## config.mk

```make
export PLATFORM = sky130hd
export DESIGN_NAME = ca_mem_arbiter_flat
export DESIGN_NICKNAME = d
export VERILOG_FILES = /design/src/rtl/ca_mem_arbiter_if.sv /design/src/rtl/ca_mem_arbiter.sv /design/src/flat_wrapper.sv
export SDC_FILE = /design/constraint.sdc
export NUM_CORES = 1
export LEC_CHECK = 0
export CAP_MARGIN = 20
export CORE_MARGIN = 2
export CORE_UTILIZATION = 36
export DETAILED_ROUTE_END_ITERATION = 10
export PLACE_DENSITY_LB_ADDON = 0.2
export SETUP_SLACK_MARGIN = 0.5
export SLEW_MARGIN = 20
export SYNTH_ARGS = -nofsm -noshare
export SYNTH_HDL_FRONTEND = slang
export SYNTH_SLANG_ARGS = --single-unit
```

## constraint.sdc

```tcl
create_clock -name clk -period 2.8 [get_ports clk]
set_clock_uncertainty 0.05 [all_clocks]
set_input_delay 0.28 -clock clk [delete_from_list [all_inputs] [get_ports clk]]
set_output_delay 0.28 -clock clk [all_outputs]
set_load 0.02 [all_outputs]
```

## src/rtl/ca_mem_arbiter_if.sv

```systemverilog
// rtl/ca_mem_arbiter_if.sv - Sync-generator, video, CA and RAM signal bundle for ca_mem_arbiter
interface ca_mem_arbiter_if #(
    parameter int DATA_W = 16,
    parameter int ADDR_W = 17
);
    logic              in_prefetch_area;
    logic [10:0]       prefetch_x;
    logic [10:0]       counter_y;
    logic              v_sync;

    logic              vid_valid;
    logic [DATA_W-1:0] vid_data;

    logic              ca_req;
    logic              ca_we;
    logic [ADDR_W-1:0] ca_addr;
    logic [DATA_W-1:0] ca_wdata;
    logic              ca_gnt;
    logic              ca_rvalid;
    logic [DATA_W-1:0] ca_rdata;
    logic              ca_gen_done;
    logic              ca_gen_start;
    logic [15:0]       gen_count;
    logic              frame_repeat;

    logic              mem_en;
    logic              mem_we;
    logic [ADDR_W:0]   mem_addr;
    logic [DATA_W-1:0] mem_wdata;
    logic [DATA_W-1:0] mem_rdata;

    // Arbiter side
    modport slave (
        input  in_prefetch_area, prefetch_x, counter_y, v_sync,
        input  ca_req, ca_we, ca_addr, ca_wdata, ca_gen_done,
        input  mem_rdata,
        output vid_valid, vid_data,
        output ca_gnt, ca_rvalid, ca_rdata, ca_gen_start, gen_count, frame_repeat,
        output mem_en, mem_we, mem_addr, mem_wdata
    );

    // Environment side: sync generator, CA engine, line buffer and RAM
    modport master (
        output in_prefetch_area, prefetch_x, counter_y, v_sync,
        output ca_req, ca_we, ca_addr, ca_wdata, ca_gen_done,
        output mem_rdata,
        input  vid_valid, vid_data,
        input  ca_gnt, ca_rvalid, ca_rdata, ca_gen_start, gen_count, frame_repeat,
        input  mem_en, mem_we, mem_addr, mem_wdata
    );
endinterface

```

## src/rtl/ca_mem_arbiter.sv

```systemverilog
// rtl/ca_mem_arbiter.sv - Video/CA arbiter for a double-banked cell RAM with vsync-aligned bank swap
module ca_mem_arbiter #(
    parameter int DATA_W         = 16,
    parameter int WORDS_PER_LINE = 80,
    parameter int ADDR_W         = 17
) (
    input  logic            clk,
    input  logic            rst,
    ca_mem_arbiter_if.slave bus
);
    typedef enum logic [1:0] {
        ST_RUN,
        ST_PENDING,
        ST_START
    } state_t;

    localparam logic [ADDR_W-1:0] WPL = ADDR_W'(WORDS_PER_LINE);

    state_t            state_q, state_d;
    logic              front_q, front_d;
    logic [15:0]       gen_count_q, gen_count_d;
    logic              vsync_q;
    logic              vid_pend_q;
    logic              ca_pend_q;
    logic [DATA_W-1:0] vid_hold_q;
    logic [DATA_W-1:0] ca_hold_q;

    logic              video_slot;
    logic              v_rise;
    logic              swap_busy;
    logic              ca_grant;
    logic              do_swap;
    logic              gen_start;
    logic              frame_rep;
    logic [ADDR_W-1:0] video_addr;

    // Row base address as a constant shift-add so no multiplier is inferred
    function automatic logic [ADDR_W-1:0] mul_wpl(input logic [10:0] y);
        logic [ADDR_W-1:0] acc;
        acc = '0;
        for (int b = 0; b < ADDR_W; b++) begin
            if (WPL[b]) begin
                acc = acc + (ADDR_W'(y) << b);
            end
        end
        return acc;
    endfunction

    assign video_slot = bus.in_prefetch_area && (bus.prefetch_x[3:0] == 4'd0);
    assign v_rise     = bus.v_sync && !vsync_q;
    assign swap_busy  = (state_q != ST_RUN);
    assign ca_grant   = bus.ca_req && !video_slot && !swap_busy;
    assign video_addr = mul_wpl(bus.counter_y) + ADDR_W'(bus.prefetch_x[10:4]);

    // Generation swap FSM
    always_comb begin
        state_d     = state_q;
        do_swap     = 1'b0;
        gen_start   = 1'b0;
        frame_rep   = 1'b0;
        case (state_q)
            ST_RUN: begin
                if (bus.ca_gen_done) begin
                    if (v_rise) begin
                        do_swap = 1'b1;
                        state_d = ST_START;
                    end else begin
                        state_d = ST_PENDING;
                    end
                end else if (v_rise) begin
                    frame_rep = 1'b1;
                end
            end
            ST_PENDING: begin
                if (v_rise) begin
                    do_swap = 1'b1;
                    state_d = ST_START;
                end
            end
            ST_START: begin
                gen_start = 1'b1;
                state_d   = ST_RUN;
            end
            default: state_d = ST_RUN;
        endcase
        front_d     = front_q ^ do_swap;
        gen_count_d = gen_count_q + {15'd0, do_swap};
    end

    // RAM port: video slot wins unconditionally, CA writes target the back bank
    always_comb begin
        bus.mem_en   = 1'b0;
        bus.mem_we   = 1'b0;
        bus.mem_addr = {front_q, video_addr};
        if (video_slot) begin
            bus.mem_en = 1'b1;
        end else if (ca_grant) begin
            bus.mem_en   = 1'b1;
            bus.mem_we   = bus.ca_we;
            bus.mem_addr = {bus.ca_we ? ~front_q : front_q, bus.ca_addr};
        end
    end

    assign bus.mem_wdata    = bus.ca_wdata;
    assign bus.ca_gnt       = ca_grant;
    assign bus.ca_gen_start = gen_start;
    assign bus.frame_repeat = frame_rep;
    assign bus.gen_count    = gen_count_q;
    assign bus.vid_valid    = vid_pend_q;
    assign bus.vid_data     = vid_pend_q ? bus.mem_rdata : vid_hold_q;
    assign bus.ca_rvalid    = ca_pend_q;
    assign bus.ca_rdata     = ca_pend_q ? bus.mem_rdata : ca_hold_q;

    // Reset lands in ST_START so the CA engine is kicked off right after release
    always_ff @(posedge clk) begin
        if (rst) begin
            state_q     <= ST_START;
            front_q     <= 1'b0;
            gen_count_q <= 16'd0;
            vsync_q     <= 1'b1;
            vid_pend_q  <= 1'b0;
            ca_pend_q   <= 1'b0;
            vid_hold_q  <= '0;
            ca_hold_q   <= '0;
        end else begin
            state_q     <= state_d;
            front_q     <= front_d;
            gen_count_q <= gen_count_d;
            vsync_q     <= bus.v_sync;
            vid_pend_q  <= video_slot;
            ca_pend_q   <= ca_grant && !bus.ca_we;
            if (vid_pend_q) begin
                vid_hold_q <= bus.mem_rdata;
            end
            if (ca_pend_q) begin
                ca_hold_q <= bus.mem_rdata;
            end
        end
    end
endmodule

```

## src/flat_wrapper.sv

```systemverilog
// flat-port wrapper written by rule: the top's interface ports become plain ports
module ca_mem_arbiter_flat 
#(
    parameter int DATA_W         = 16,
    parameter int WORDS_PER_LINE = 80,
    parameter int ADDR_W         = 17
)
  (clk, rst, bus_in_prefetch_area, bus_prefetch_x, bus_counter_y, bus_v_sync, bus_ca_req, bus_ca_we, bus_ca_addr, bus_ca_wdata, bus_ca_gen_done, bus_mem_rdata, bus_vid_valid, bus_vid_data, bus_ca_gnt, bus_ca_rvalid, bus_ca_rdata, bus_ca_gen_start, bus_gen_count, bus_frame_repeat, bus_mem_en, bus_mem_we, bus_mem_addr, bus_mem_wdata);
  ca_mem_arbiter_if #(.DATA_W(DATA_W), .ADDR_W(ADDR_W)) bus_i ();
  input  logic clk;
  input  logic rst;
  input wire logic [$bits(bus_i.in_prefetch_area)-1:0] bus_in_prefetch_area;
  input wire logic [$bits(bus_i.prefetch_x)-1:0] bus_prefetch_x;
  input wire logic [$bits(bus_i.counter_y)-1:0] bus_counter_y;
  input wire logic [$bits(bus_i.v_sync)-1:0] bus_v_sync;
  input wire logic [$bits(bus_i.ca_req)-1:0] bus_ca_req;
  input wire logic [$bits(bus_i.ca_we)-1:0] bus_ca_we;
  input wire logic [$bits(bus_i.ca_addr)-1:0] bus_ca_addr;
  input wire logic [$bits(bus_i.ca_wdata)-1:0] bus_ca_wdata;
  input wire logic [$bits(bus_i.ca_gen_done)-1:0] bus_ca_gen_done;
  input wire logic [$bits(bus_i.mem_rdata)-1:0] bus_mem_rdata;
  output wire logic [$bits(bus_i.vid_valid)-1:0] bus_vid_valid;
  output wire logic [$bits(bus_i.vid_data)-1:0] bus_vid_data;
  output wire logic [$bits(bus_i.ca_gnt)-1:0] bus_ca_gnt;
  output wire logic [$bits(bus_i.ca_rvalid)-1:0] bus_ca_rvalid;
  output wire logic [$bits(bus_i.ca_rdata)-1:0] bus_ca_rdata;
  output wire logic [$bits(bus_i.ca_gen_start)-1:0] bus_ca_gen_start;
  output wire logic [$bits(bus_i.gen_count)-1:0] bus_gen_count;
  output wire logic [$bits(bus_i.frame_repeat)-1:0] bus_frame_repeat;
  output wire logic [$bits(bus_i.mem_en)-1:0] bus_mem_en;
  output wire logic [$bits(bus_i.mem_we)-1:0] bus_mem_we;
  output wire logic [$bits(bus_i.mem_addr)-1:0] bus_mem_addr;
  output wire logic [$bits(bus_i.mem_wdata)-1:0] bus_mem_wdata;
  assign bus_i.in_prefetch_area = bus_in_prefetch_area;
  assign bus_i.prefetch_x = bus_prefetch_x;
  assign bus_i.counter_y = bus_counter_y;
  assign bus_i.v_sync = bus_v_sync;
  assign bus_i.ca_req = bus_ca_req;
  assign bus_i.ca_we = bus_ca_we;
  assign bus_i.ca_addr = bus_ca_addr;
  assign bus_i.ca_wdata = bus_ca_wdata;
  assign bus_i.ca_gen_done = bus_ca_gen_done;
  assign bus_i.mem_rdata = bus_mem_rdata;
  assign bus_vid_valid = bus_i.vid_valid;
  assign bus_vid_data = bus_i.vid_data;
  assign bus_ca_gnt = bus_i.ca_gnt;
  assign bus_ca_rvalid = bus_i.ca_rvalid;
  assign bus_ca_rdata = bus_i.ca_rdata;
  assign bus_ca_gen_start = bus_i.ca_gen_start;
  assign bus_gen_count = bus_i.gen_count;
  assign bus_frame_repeat = bus_i.frame_repeat;
  assign bus_mem_en = bus_i.mem_en;
  assign bus_mem_we = bus_i.mem_we;
  assign bus_mem_addr = bus_i.mem_addr;
  assign bus_mem_wdata = bus_i.mem_wdata;
  ca_mem_arbiter #(.DATA_W(DATA_W), .WORDS_PER_LINE(WORDS_PER_LINE), .ADDR_W(ADDR_W)) u_core (.clk(clk), .rst(rst), .bus(bus_i));
endmodule
```

# --- After elaboration in Yosys (flattened, before gate mapping) ---
# Cells that the tools add are included.
totals:
  out_inout_bits: 89
  in_bits: 78
  wordCells: 49
  regBits: 54
classes:
  n_mux: 19
  reduce_logical: 13
  eq_ne: 4
  n_bitwise: 2
  n_addsub: 3
ops:
  columns: ["op", "n"]
  rows:
  - ["$mux W18", 2]
  - ["$mux W16", 2]
  - ["$add A15 B17 Y17", 1]
  - ["$add A17 B7 Y17", 1]
  - ["$add A16 B1 Y16", 1]
  - ["$mux W1", 10]
  - ["$mux W2", 3]
  - ["$logic_and A1 B1 Y1", 5]
  - ["$logic_not A1 Y1", 4]
  - ["$logic_not A4 Y1", 1]
  - ["$pmux W2 S2", 1]
  - ["$eq A2 B1 Y1 const B", 1]
  - ["$eq A2 B2 Y1 const B", 1]
  - ["$logic_not A2 Y1", 1]
  - ["$ne A2 B1 Y1 const B", 1]
  - ["$ne A2 B2 Y1 const B", 1]
  - ["$pmux W1 S2", 1]
  - ["$reduce_and A2 Y1", 1]
  - ["$reduce_bool A2 Y1", 1]
  - ["$not A1 Y1", 1]
  - ["$xor A1 B1 Y1", 1]

# --- Logic depth before layout (Yosys ltp) ---
# Gate-level depths: netlist of run 1.
depth:
  word_depth: 7
  ltp_mapped: 9
  depth_no_buf: 9

# --- Worst setup path before layout of run 1 ---
# Ideal clock, no wire load.
synth_timing:
  kind: "input to output"
  from: "input port bus_counter_y[0]"
  to: "output port bus_mem_addr[15]"
  path_buffers: 0
  arrival_ns: 2.622
  required_time_ns: 2.470
  stages: 9
  slack_ns: -0.152
  path_cell_list: "inv_1 > fa_1 > inv_1 > fa_1 > a21o_1 > a221oi_1 > a211oi_1 > xnor2_1 > o21ai_0"
synth_via:
  elab_chain_len: 4
synth_lines:
  columns: ["item", "line", "rtl"]
  rows:
  - ["start: declaration", "flat_wrapper.sv:14", "input wire logic [$bits(bus_i.counter_y)-1:0] bus_counter_y;"]
  - ["$add A15 B17 Y17 (*)", "ca_mem_arbiter.sv:43", "acc = acc + (ADDR_W'(y) << b);"]
  - ["$add A17 B7 Y17 (*)", "ca_mem_arbiter.sv:53", "assign video_addr = mul_wpl(bus.counter_y) + ADDR_W'(bus.prefetch_x[10:4]);"]
  - ["$mux W18", "ca_mem_arbiter.sv:97", "end else if (ca_grant) begin"]
  - ["$mux W18 (*)", "ca_mem_arbiter.sv:95", "if (video_slot) begin"]
  - ["end: declaration", "flat_wrapper.sv:32", "output wire logic [$bits(bus_i.mem_addr)-1:0] bus_mem_addr;"]
# Every way passes the cells marked *; elsewhere a longest branch is shown, timed or not.

# --- Worst setup path after layout of run 1 ---
layout_timing:
  from: "input port bus_prefetch_x[10]"
  to: "output port bus_mem_addr[12]"
layout_via:
  elab_chain_len: 3
layout_lines:
  columns: ["item", "line", "rtl"]
  rows:
  - ["start: declaration", "flat_wrapper.sv:13", "input wire logic [$bits(bus_i.prefetch_x)-1:0] bus_prefetch_x;"]
  - ["$add A17 B7 Y17 (*)", "ca_mem_arbiter.sv:53", null]
  - ["$mux W18", "ca_mem_arbiter.sv:97", null]
  - ["$mux W18 (*)", "ca_mem_arbiter.sv:95", null]
# Marked as above.

==> impl_metrics.tcl, run 1 <==
set metrics [dict create \
    cts_buffers 5 \
    detail-route-antenna-nets 0 \
    h-tree-depth 2 \
    synth-edff-count 0 \
    cts_buffer_depth 2 \
    dp_hpwl_um 6536 \
    max_freq_mhz 354.8 \
    area_growth_pct 67.60 \
    setup_viol 1 \
    drt-pass1-iter-count 4 \
    endpoint_kind "output port" \
    critPathArrivalTime_ns 2.49 \
    synth_flop_cell "dfxtp_1" \
    synth_cell_type_count 45 \
    cpMaxStageDelayCell "fa_1" \
    fill_cells 699 \
    placement.io_buffers 134 \
    fin_ws_ns -0.01864 \
    synthAdderAreaFrac_pct 10.52 \
    pre_cts_ws_ns -0.9420 \
    ir_worst_vdd_mv 0.2600 \
    fin_nets 600 \
    path_cells "buf_8, inv_8, fa_1, inv_2, ha_4, a21o_2, and4_4, o21a_1, buf_4, buf_6, o2111ai_2, nand3_2, buf_6" \
    routed_via_density 4.871 \
    die_w_um 97.05 \
    route.vias.total 2937 \
    synthArstFlopShare_pct 0 \
    synth_top_family_by_area "simple AND/OR/NAND/NOR gates" \
    hold_slack_ns 0.4246 \
    ys_seq_area_share_pct 34.68 \
    hold_viol_final 0 \
    slew_headroom_pct 58.10 \
    overflow 0 \
    cp.required_ns 2.47 \
    wl_um 8946 \
    start_util_pct 37.55 \
    io_pins 167 \
    syn_area_per_cell_um2 9.060 \
    grt_pass1_wl_um 14340 \
    rows 33 \
    worstSkewPairLatency_ns 0.29 \
    rsz0062_at_grt "yes" \
    drt_iter0_markers 63 \
    synth_xor_xnor_area_share_pct 5.901 \
    cpMostUsedCell "buf_6" \
    dieArea_um2 9418 \
    grt_usage_pct 18.14 \
    fin_crit_sh_pct 100.7 \
    synth-seq-cells 54 \
    cts_tree "done" \
    clock-root-buffer "clkbuf_8" \
    synth-compound-area-share_pct 7.627 \
    setup_tns_ns -0.01864 \
    synth_simple_gate_area_share_pct 22.28 \
    worst-setup-path-type "input port to output port" \
    critPathMaxFanout 2 \
    fin_area_um2 5224 \
    path_clk_slew_ns 0.10 \
    antenna_found_initial 0 \
    synth_fp_nets 447 \
    antenna_cells 0 \
    grt_start_max_net_pins 35 \
    wl_per_cell_um 14.84 \
    grt_pass1_vias 3047 \
    crit_path_max_incr_delay_ns 0.55 \
    drv_slew 0 \
    worst_slew_pin_slew_ns 0.6286 \
    drive_gt1_share_pct 32.33 \
    status "finished with violations" \
    hold_path.class "input port to register" \
    violations "setup timing" \
    power_density_nw_per_um2 402.9 \
    syn-cell-area_um2 3117 \
    p_leak_uw 0.002182 \
    core_area_um2 8299 \
    route.detailed.drc 0 \
    start_kind "input port" \
    cp_top_family "adder cells" \
    cts_sinks 54 \
    place_congestion 0.8563 \
    syn_inst 344 \
    dp_cells 591 \
    place_area_um2 4778 \
    synth_mux_area_share_pct 11.88 \
    yosysWarnings 0 \
    max_cap_violations 0 \
    path_buf_inv 6 \
    instances_no_fill 603 \
    die_height_um 97.05 \
    min_period_ns 2.819 \
]
stage by stage:
step | utilization, % | total power, µW
after floorplan | - | 1161
after global placement | 57.58 | 1458
after detailed placement | 57.58 | 1462
after CTS | 61.21 | 2067
after global routing | 62.94 | 2214
final | 62.94 | 2105
placed cells by master (no fill, tap or decap), types with 3 or more instances in the layout:
master / count
dlygate4sd2_1: 9
inv_1: 7
mux2_2: 32
nand4_1: 3
ha_4: 12
clkbuf_8: 6
dfxtp_1: 54
and3_1: 3
or2_2: 5
o21ai_0: 4
a21oi_1: 4
nor2b_1: 35
nor2_1: 23
a21o_1: 3
clkdlybuf4s50_1: 99
o21ai_2: 3
buf_4: 38
buf_2: 10
xnor2_1: 11
buf_6: 12
xor2_1: 8
inv_2: 3
nand3_1: 6
ha_1: 9
nor3_1: 4
nand2_1: 37
path summary, 6_finish.rpt:
kind	endpoint	from	cells after the start	slack (ns)
setup / recovery	bus_mem_addr[12]	bus_prefetch_x[10]	13	-0.02
hold / removal	u_core.bus.vid_valid	rst	2	0.42
setup reg to reg	u_core.bus.gen_count[14]	u_core.vsync_q	9	0.78
hold reg to reg	u_core.bus.gen_count[8]	u_core.bus.gen_count[8]	2	0.46
synth_stat cells, types with 9 or more instances:
library cell,n,area share [%]
mux2_2,32,12
dfxtp_1,54,35
xnor2_1,11,3.1
o21ai_0,9,1.4
nor2b_1,35,7.0
nand2_1,37,4.5
ha_1,23,9.2
buf_4,17,4.1
inv_1,11,1.3
nor2_1,24,2.9
xor2_1,10,2.8
clkbuf_1,9,1.1
metal layers:
metal	GRT usage, %	share of wire [%]	vias up
met4	4.009	0.96	0
met1	21.34	43	1395
met3	3.396	4.0	8
li1	-	-	1450
met2	33.92	52	84
met5	0	0	-
cell type report:
| class | count | area, µm² | share of cell area (%) |
|---|---|---|---|
| flip-flops and latches | 54 | 1081 | 20.69 |
| well taps | 105 | 131.4 | 2.515 |
| clock buffers | 6 | 82.58 | 1.581 |
| inverters | 12 | 60.06 | 1.150 |
| repair buffers | 175 | 1657 | 31.71 |
| multi-input cells | 249 | 2173 | 41.60 |
| clock inverters | 2 | 38.79 | 0.7425 |
cells by family (layout without fill, tap and decap cells):
group                      after synthesis  count (layout)
and+or+nand+nor                        134             134
DFF                                     54              54
buffers and inverters                   41             195
AOI/OAI and AO/OA                       36              36
muxes                                   33              33
adders and majority gates               25              25
xor gates and xnor gates                21              21
report_power, final:
group | internal, µW | switching, µW
logic | 405 | 365
registers | 777 | 4.15
clock network | 295 | 259
state kept, by name, indices dropped and copies added (netlist names):
| signal | cells |
|---|---|
| u_core.vsync_q | 1 |
| u_core.bus.gen_count | 16 |
| u_core.front_q | 1 |
| u_core.state_q | 2 |
| u_core.vid_hold_q | 16 |
| u_core.ca_hold_q | 16 |
| u_core.bus.vid_valid | 1 |
| u_core.bus.ca_rvalid | 1 |
timing repair:
action | CTS | global route
hold buffers | 0 | 0
pin swaps | 23 | 7
setup endpoints to repair | 20 | 24
resized for setup | 135 | 40
setup buffers | 2 | 1
gates cloned | 0 | 1
Power figures use the tool's default switching activity.
==> run 2: changes to the inputs <==
CTS_CLUSTER_DIAMETER = 60   (was default)
==> results of run 2 <==
No change in the layout: final DEF, timing and power equal those of run 1.
==> run 3: changes to the inputs <==
CAP_MARGIN = default   (was 20)
CORE_ASPECT_RATIO = 1.1   (was default)
==> impl_metrics.tcl, run 3 (same netlist as run 1, synthesis figures left out) <==
set metrics [dict create \
    drt-pass1-iter-count 4 \
    r2r_start "u_core.vsync_q" \
    cts_sinks 54 \
    status "finished with violations" \
    max_cap_violations 0 \
    route.detailed.drc 0 \
    path_clk_slew_ns 0.10 \
    antenna_cells 0 \
    place_congestion 0.8297 \
    wl_per_cell_um 14.16 \
    rows 35 \
    pre_cts_ws_ns -0.9466 \
    overflow 0 \
    setup_viol 1 \
    drive_gt1_share_pct 35.79 \
    grt_pass1_vias 2887 \
    placement.io_buffers 134 \
    start_util_pct 37.07 \
    whs_path_depth 4 \
    p_leak_uw 0.002208 \
    layout_commonest_cell "clkdlybuf4s50_1" \
    wl_um 8695 \
    crit_end "bus_mem_addr[15]" \
    area_growth_pct 69.49 \
    cp.required_ns 2.47 \
    worstSkewPairLatency_ns 0.30 \
    r2r-end "u_core.bus.gen_count[8]" \
    fin_crit_sh_pct 101.2 \
    grt_pass1_wl_um 13280 \
    fin_ws_ns -0.03459 \
    path_cells "buf_8, inv_8, fa_1, inv_2, fa_2, a21o_4, a221oi_4, buf_4, a211oi_4, xnor2_2, o21ai_2, buf_6" \
    instances_no_fill 614 \
    route.vias.total 2942 \
    drt_iter0_markers 67 \
    postCtsHoldBufs 0 \
    min_period_ns 2.835 \
    cts_buffer_depth 2 \
    die_w_um 92.72 \
    setup.worst_path.start "bus_prefetch_x[10]" \
    critPathArrivalTime_ns 2.50 \
    ir_worst_vdd_mv 0.2139 \
    critPathMaxFanout 3 \
    clock-root-buffer "clkbuf_8" \
    crit_path_max_incr_delay_ns 0.54 \
    power_density_nw_per_um2 383.0 \
    die_height_um 101.6 \
    final_cell_mix "97 x clkdlybuf4s50_1, 52 x dfxtp_1, 41 x buf_4, 35 x nor2b_1, 32 x mux2_2" \
    drv_slew 0 \
    rrSetupSlack_ns 0.78 \
    cpMaxStageDelayCell "fa_1" \
    dp_hpwl_um 6121 \
    worst-setup-path-type "input port to output port" \
    antenna_found_initial 0 \
    max_freq_mhz 352.8 \
    core_area_um2 8408 \
    h-tree-depth 2 \
    cts_tree "done" \
    hold_viol_final 0 \
    grt_usage_pct 17.35 \
    detail-route-antenna-nets 0 \
    worst_slew_pin_slew_ns 0.9495 \
    dieArea_um2 9419 \
    start_kind "input port" \
    violations "setup timing" \
    endpoint_kind "output port" \
    fin_nets 605 \
    io_pins 167 \
    routed_via_density 4.792 \
    reg2reg_depth 7 \
    cts_buffers 5 \
    dp_cells 595 \
    slew_headroom_pct 36.70 \
    hold_path.class "input port to register" \
    grt_start_max_net_pins 55 \
    rsz0062_at_grt "yes" \
]
run 3: worst max-delay path, delay by kind of cell:
| family | cells | cell delay (ns) |
|---|---|---|
| compound gates | 4 | 0.72 |
| xor+xnor | 1 | 0.16 |
| fa+ha+maj | 2 | 0.88 |
| buf+inv | 5 | 0.46 |
run 3: stage by stage:
stage	TNS, ns	cell area [µm²]	power (µW)	hold slack (ns)	utilization (%)
6_report	-0.03459	5283	2023	0.2830	62.83
3_3_place_gp	-7.720	4758	1447	0.4279	56.59
4_1_cts	0	5057	1961	0.4596	60.15
5_1_grt	-0.1728	5283	2134	0.2860	62.83
3_5_place_dp	-7.751	4758	1452	0.4348	56.59
2_1_floorplan	0	3197	1161	0.3093	-
run 3: cell type report:
type	count	area, µm²
clock buffer	5	68.82
tap	111	138.9
multi-input combinational	249	2211
sequential	54	1086
timing repair buffer	180	1694
inverter	12	55.05
clock inverter	3	28.78
fill	739	3126
run 3: worst min-delay path by stage:
stage	startpoint	to	slack [ns]
global route	bus_prefetch_x[0]	u_core.bus.vid_valid	0.29
global placement	u_core.state_q[1]	u_core.state_q[0]	0.43
finish	bus_prefetch_x[2]	u_core.bus.vid_valid	0.28
CTS	u_core.state_q[1]	u_core.state_q[0]	0.46
detailed placement	u_core.state_q[1]	u_core.state_q[0]	0.43
floorplan	bus_ca_we	u_core.bus.ca_rvalid	0.31
run 3: timing repair:
item | 4_1_cts | 5_1_grt
setup buffers | 3 | 8
pin swaps | 17 | 24
gates resized for setup | 136 | 67
endpoints found under the setup margin | 20 | 24
run 3: metal layers:
metal  track usage (%)  vias up  part of all wire [%]
met5                 0        -                     0
met4             6.561        0                   2.0
met3             3.943       15                   6.0
met2             30.60      102                    51
met1             20.68     1355                    41
li1                  -     1470                     -
run 3: power breakdown:
group	switching, µW	total (µW)	internal, µW
logic	367	792	424
clock network	265	451	186
registers	3.54	781	777
total	636	2020	1390
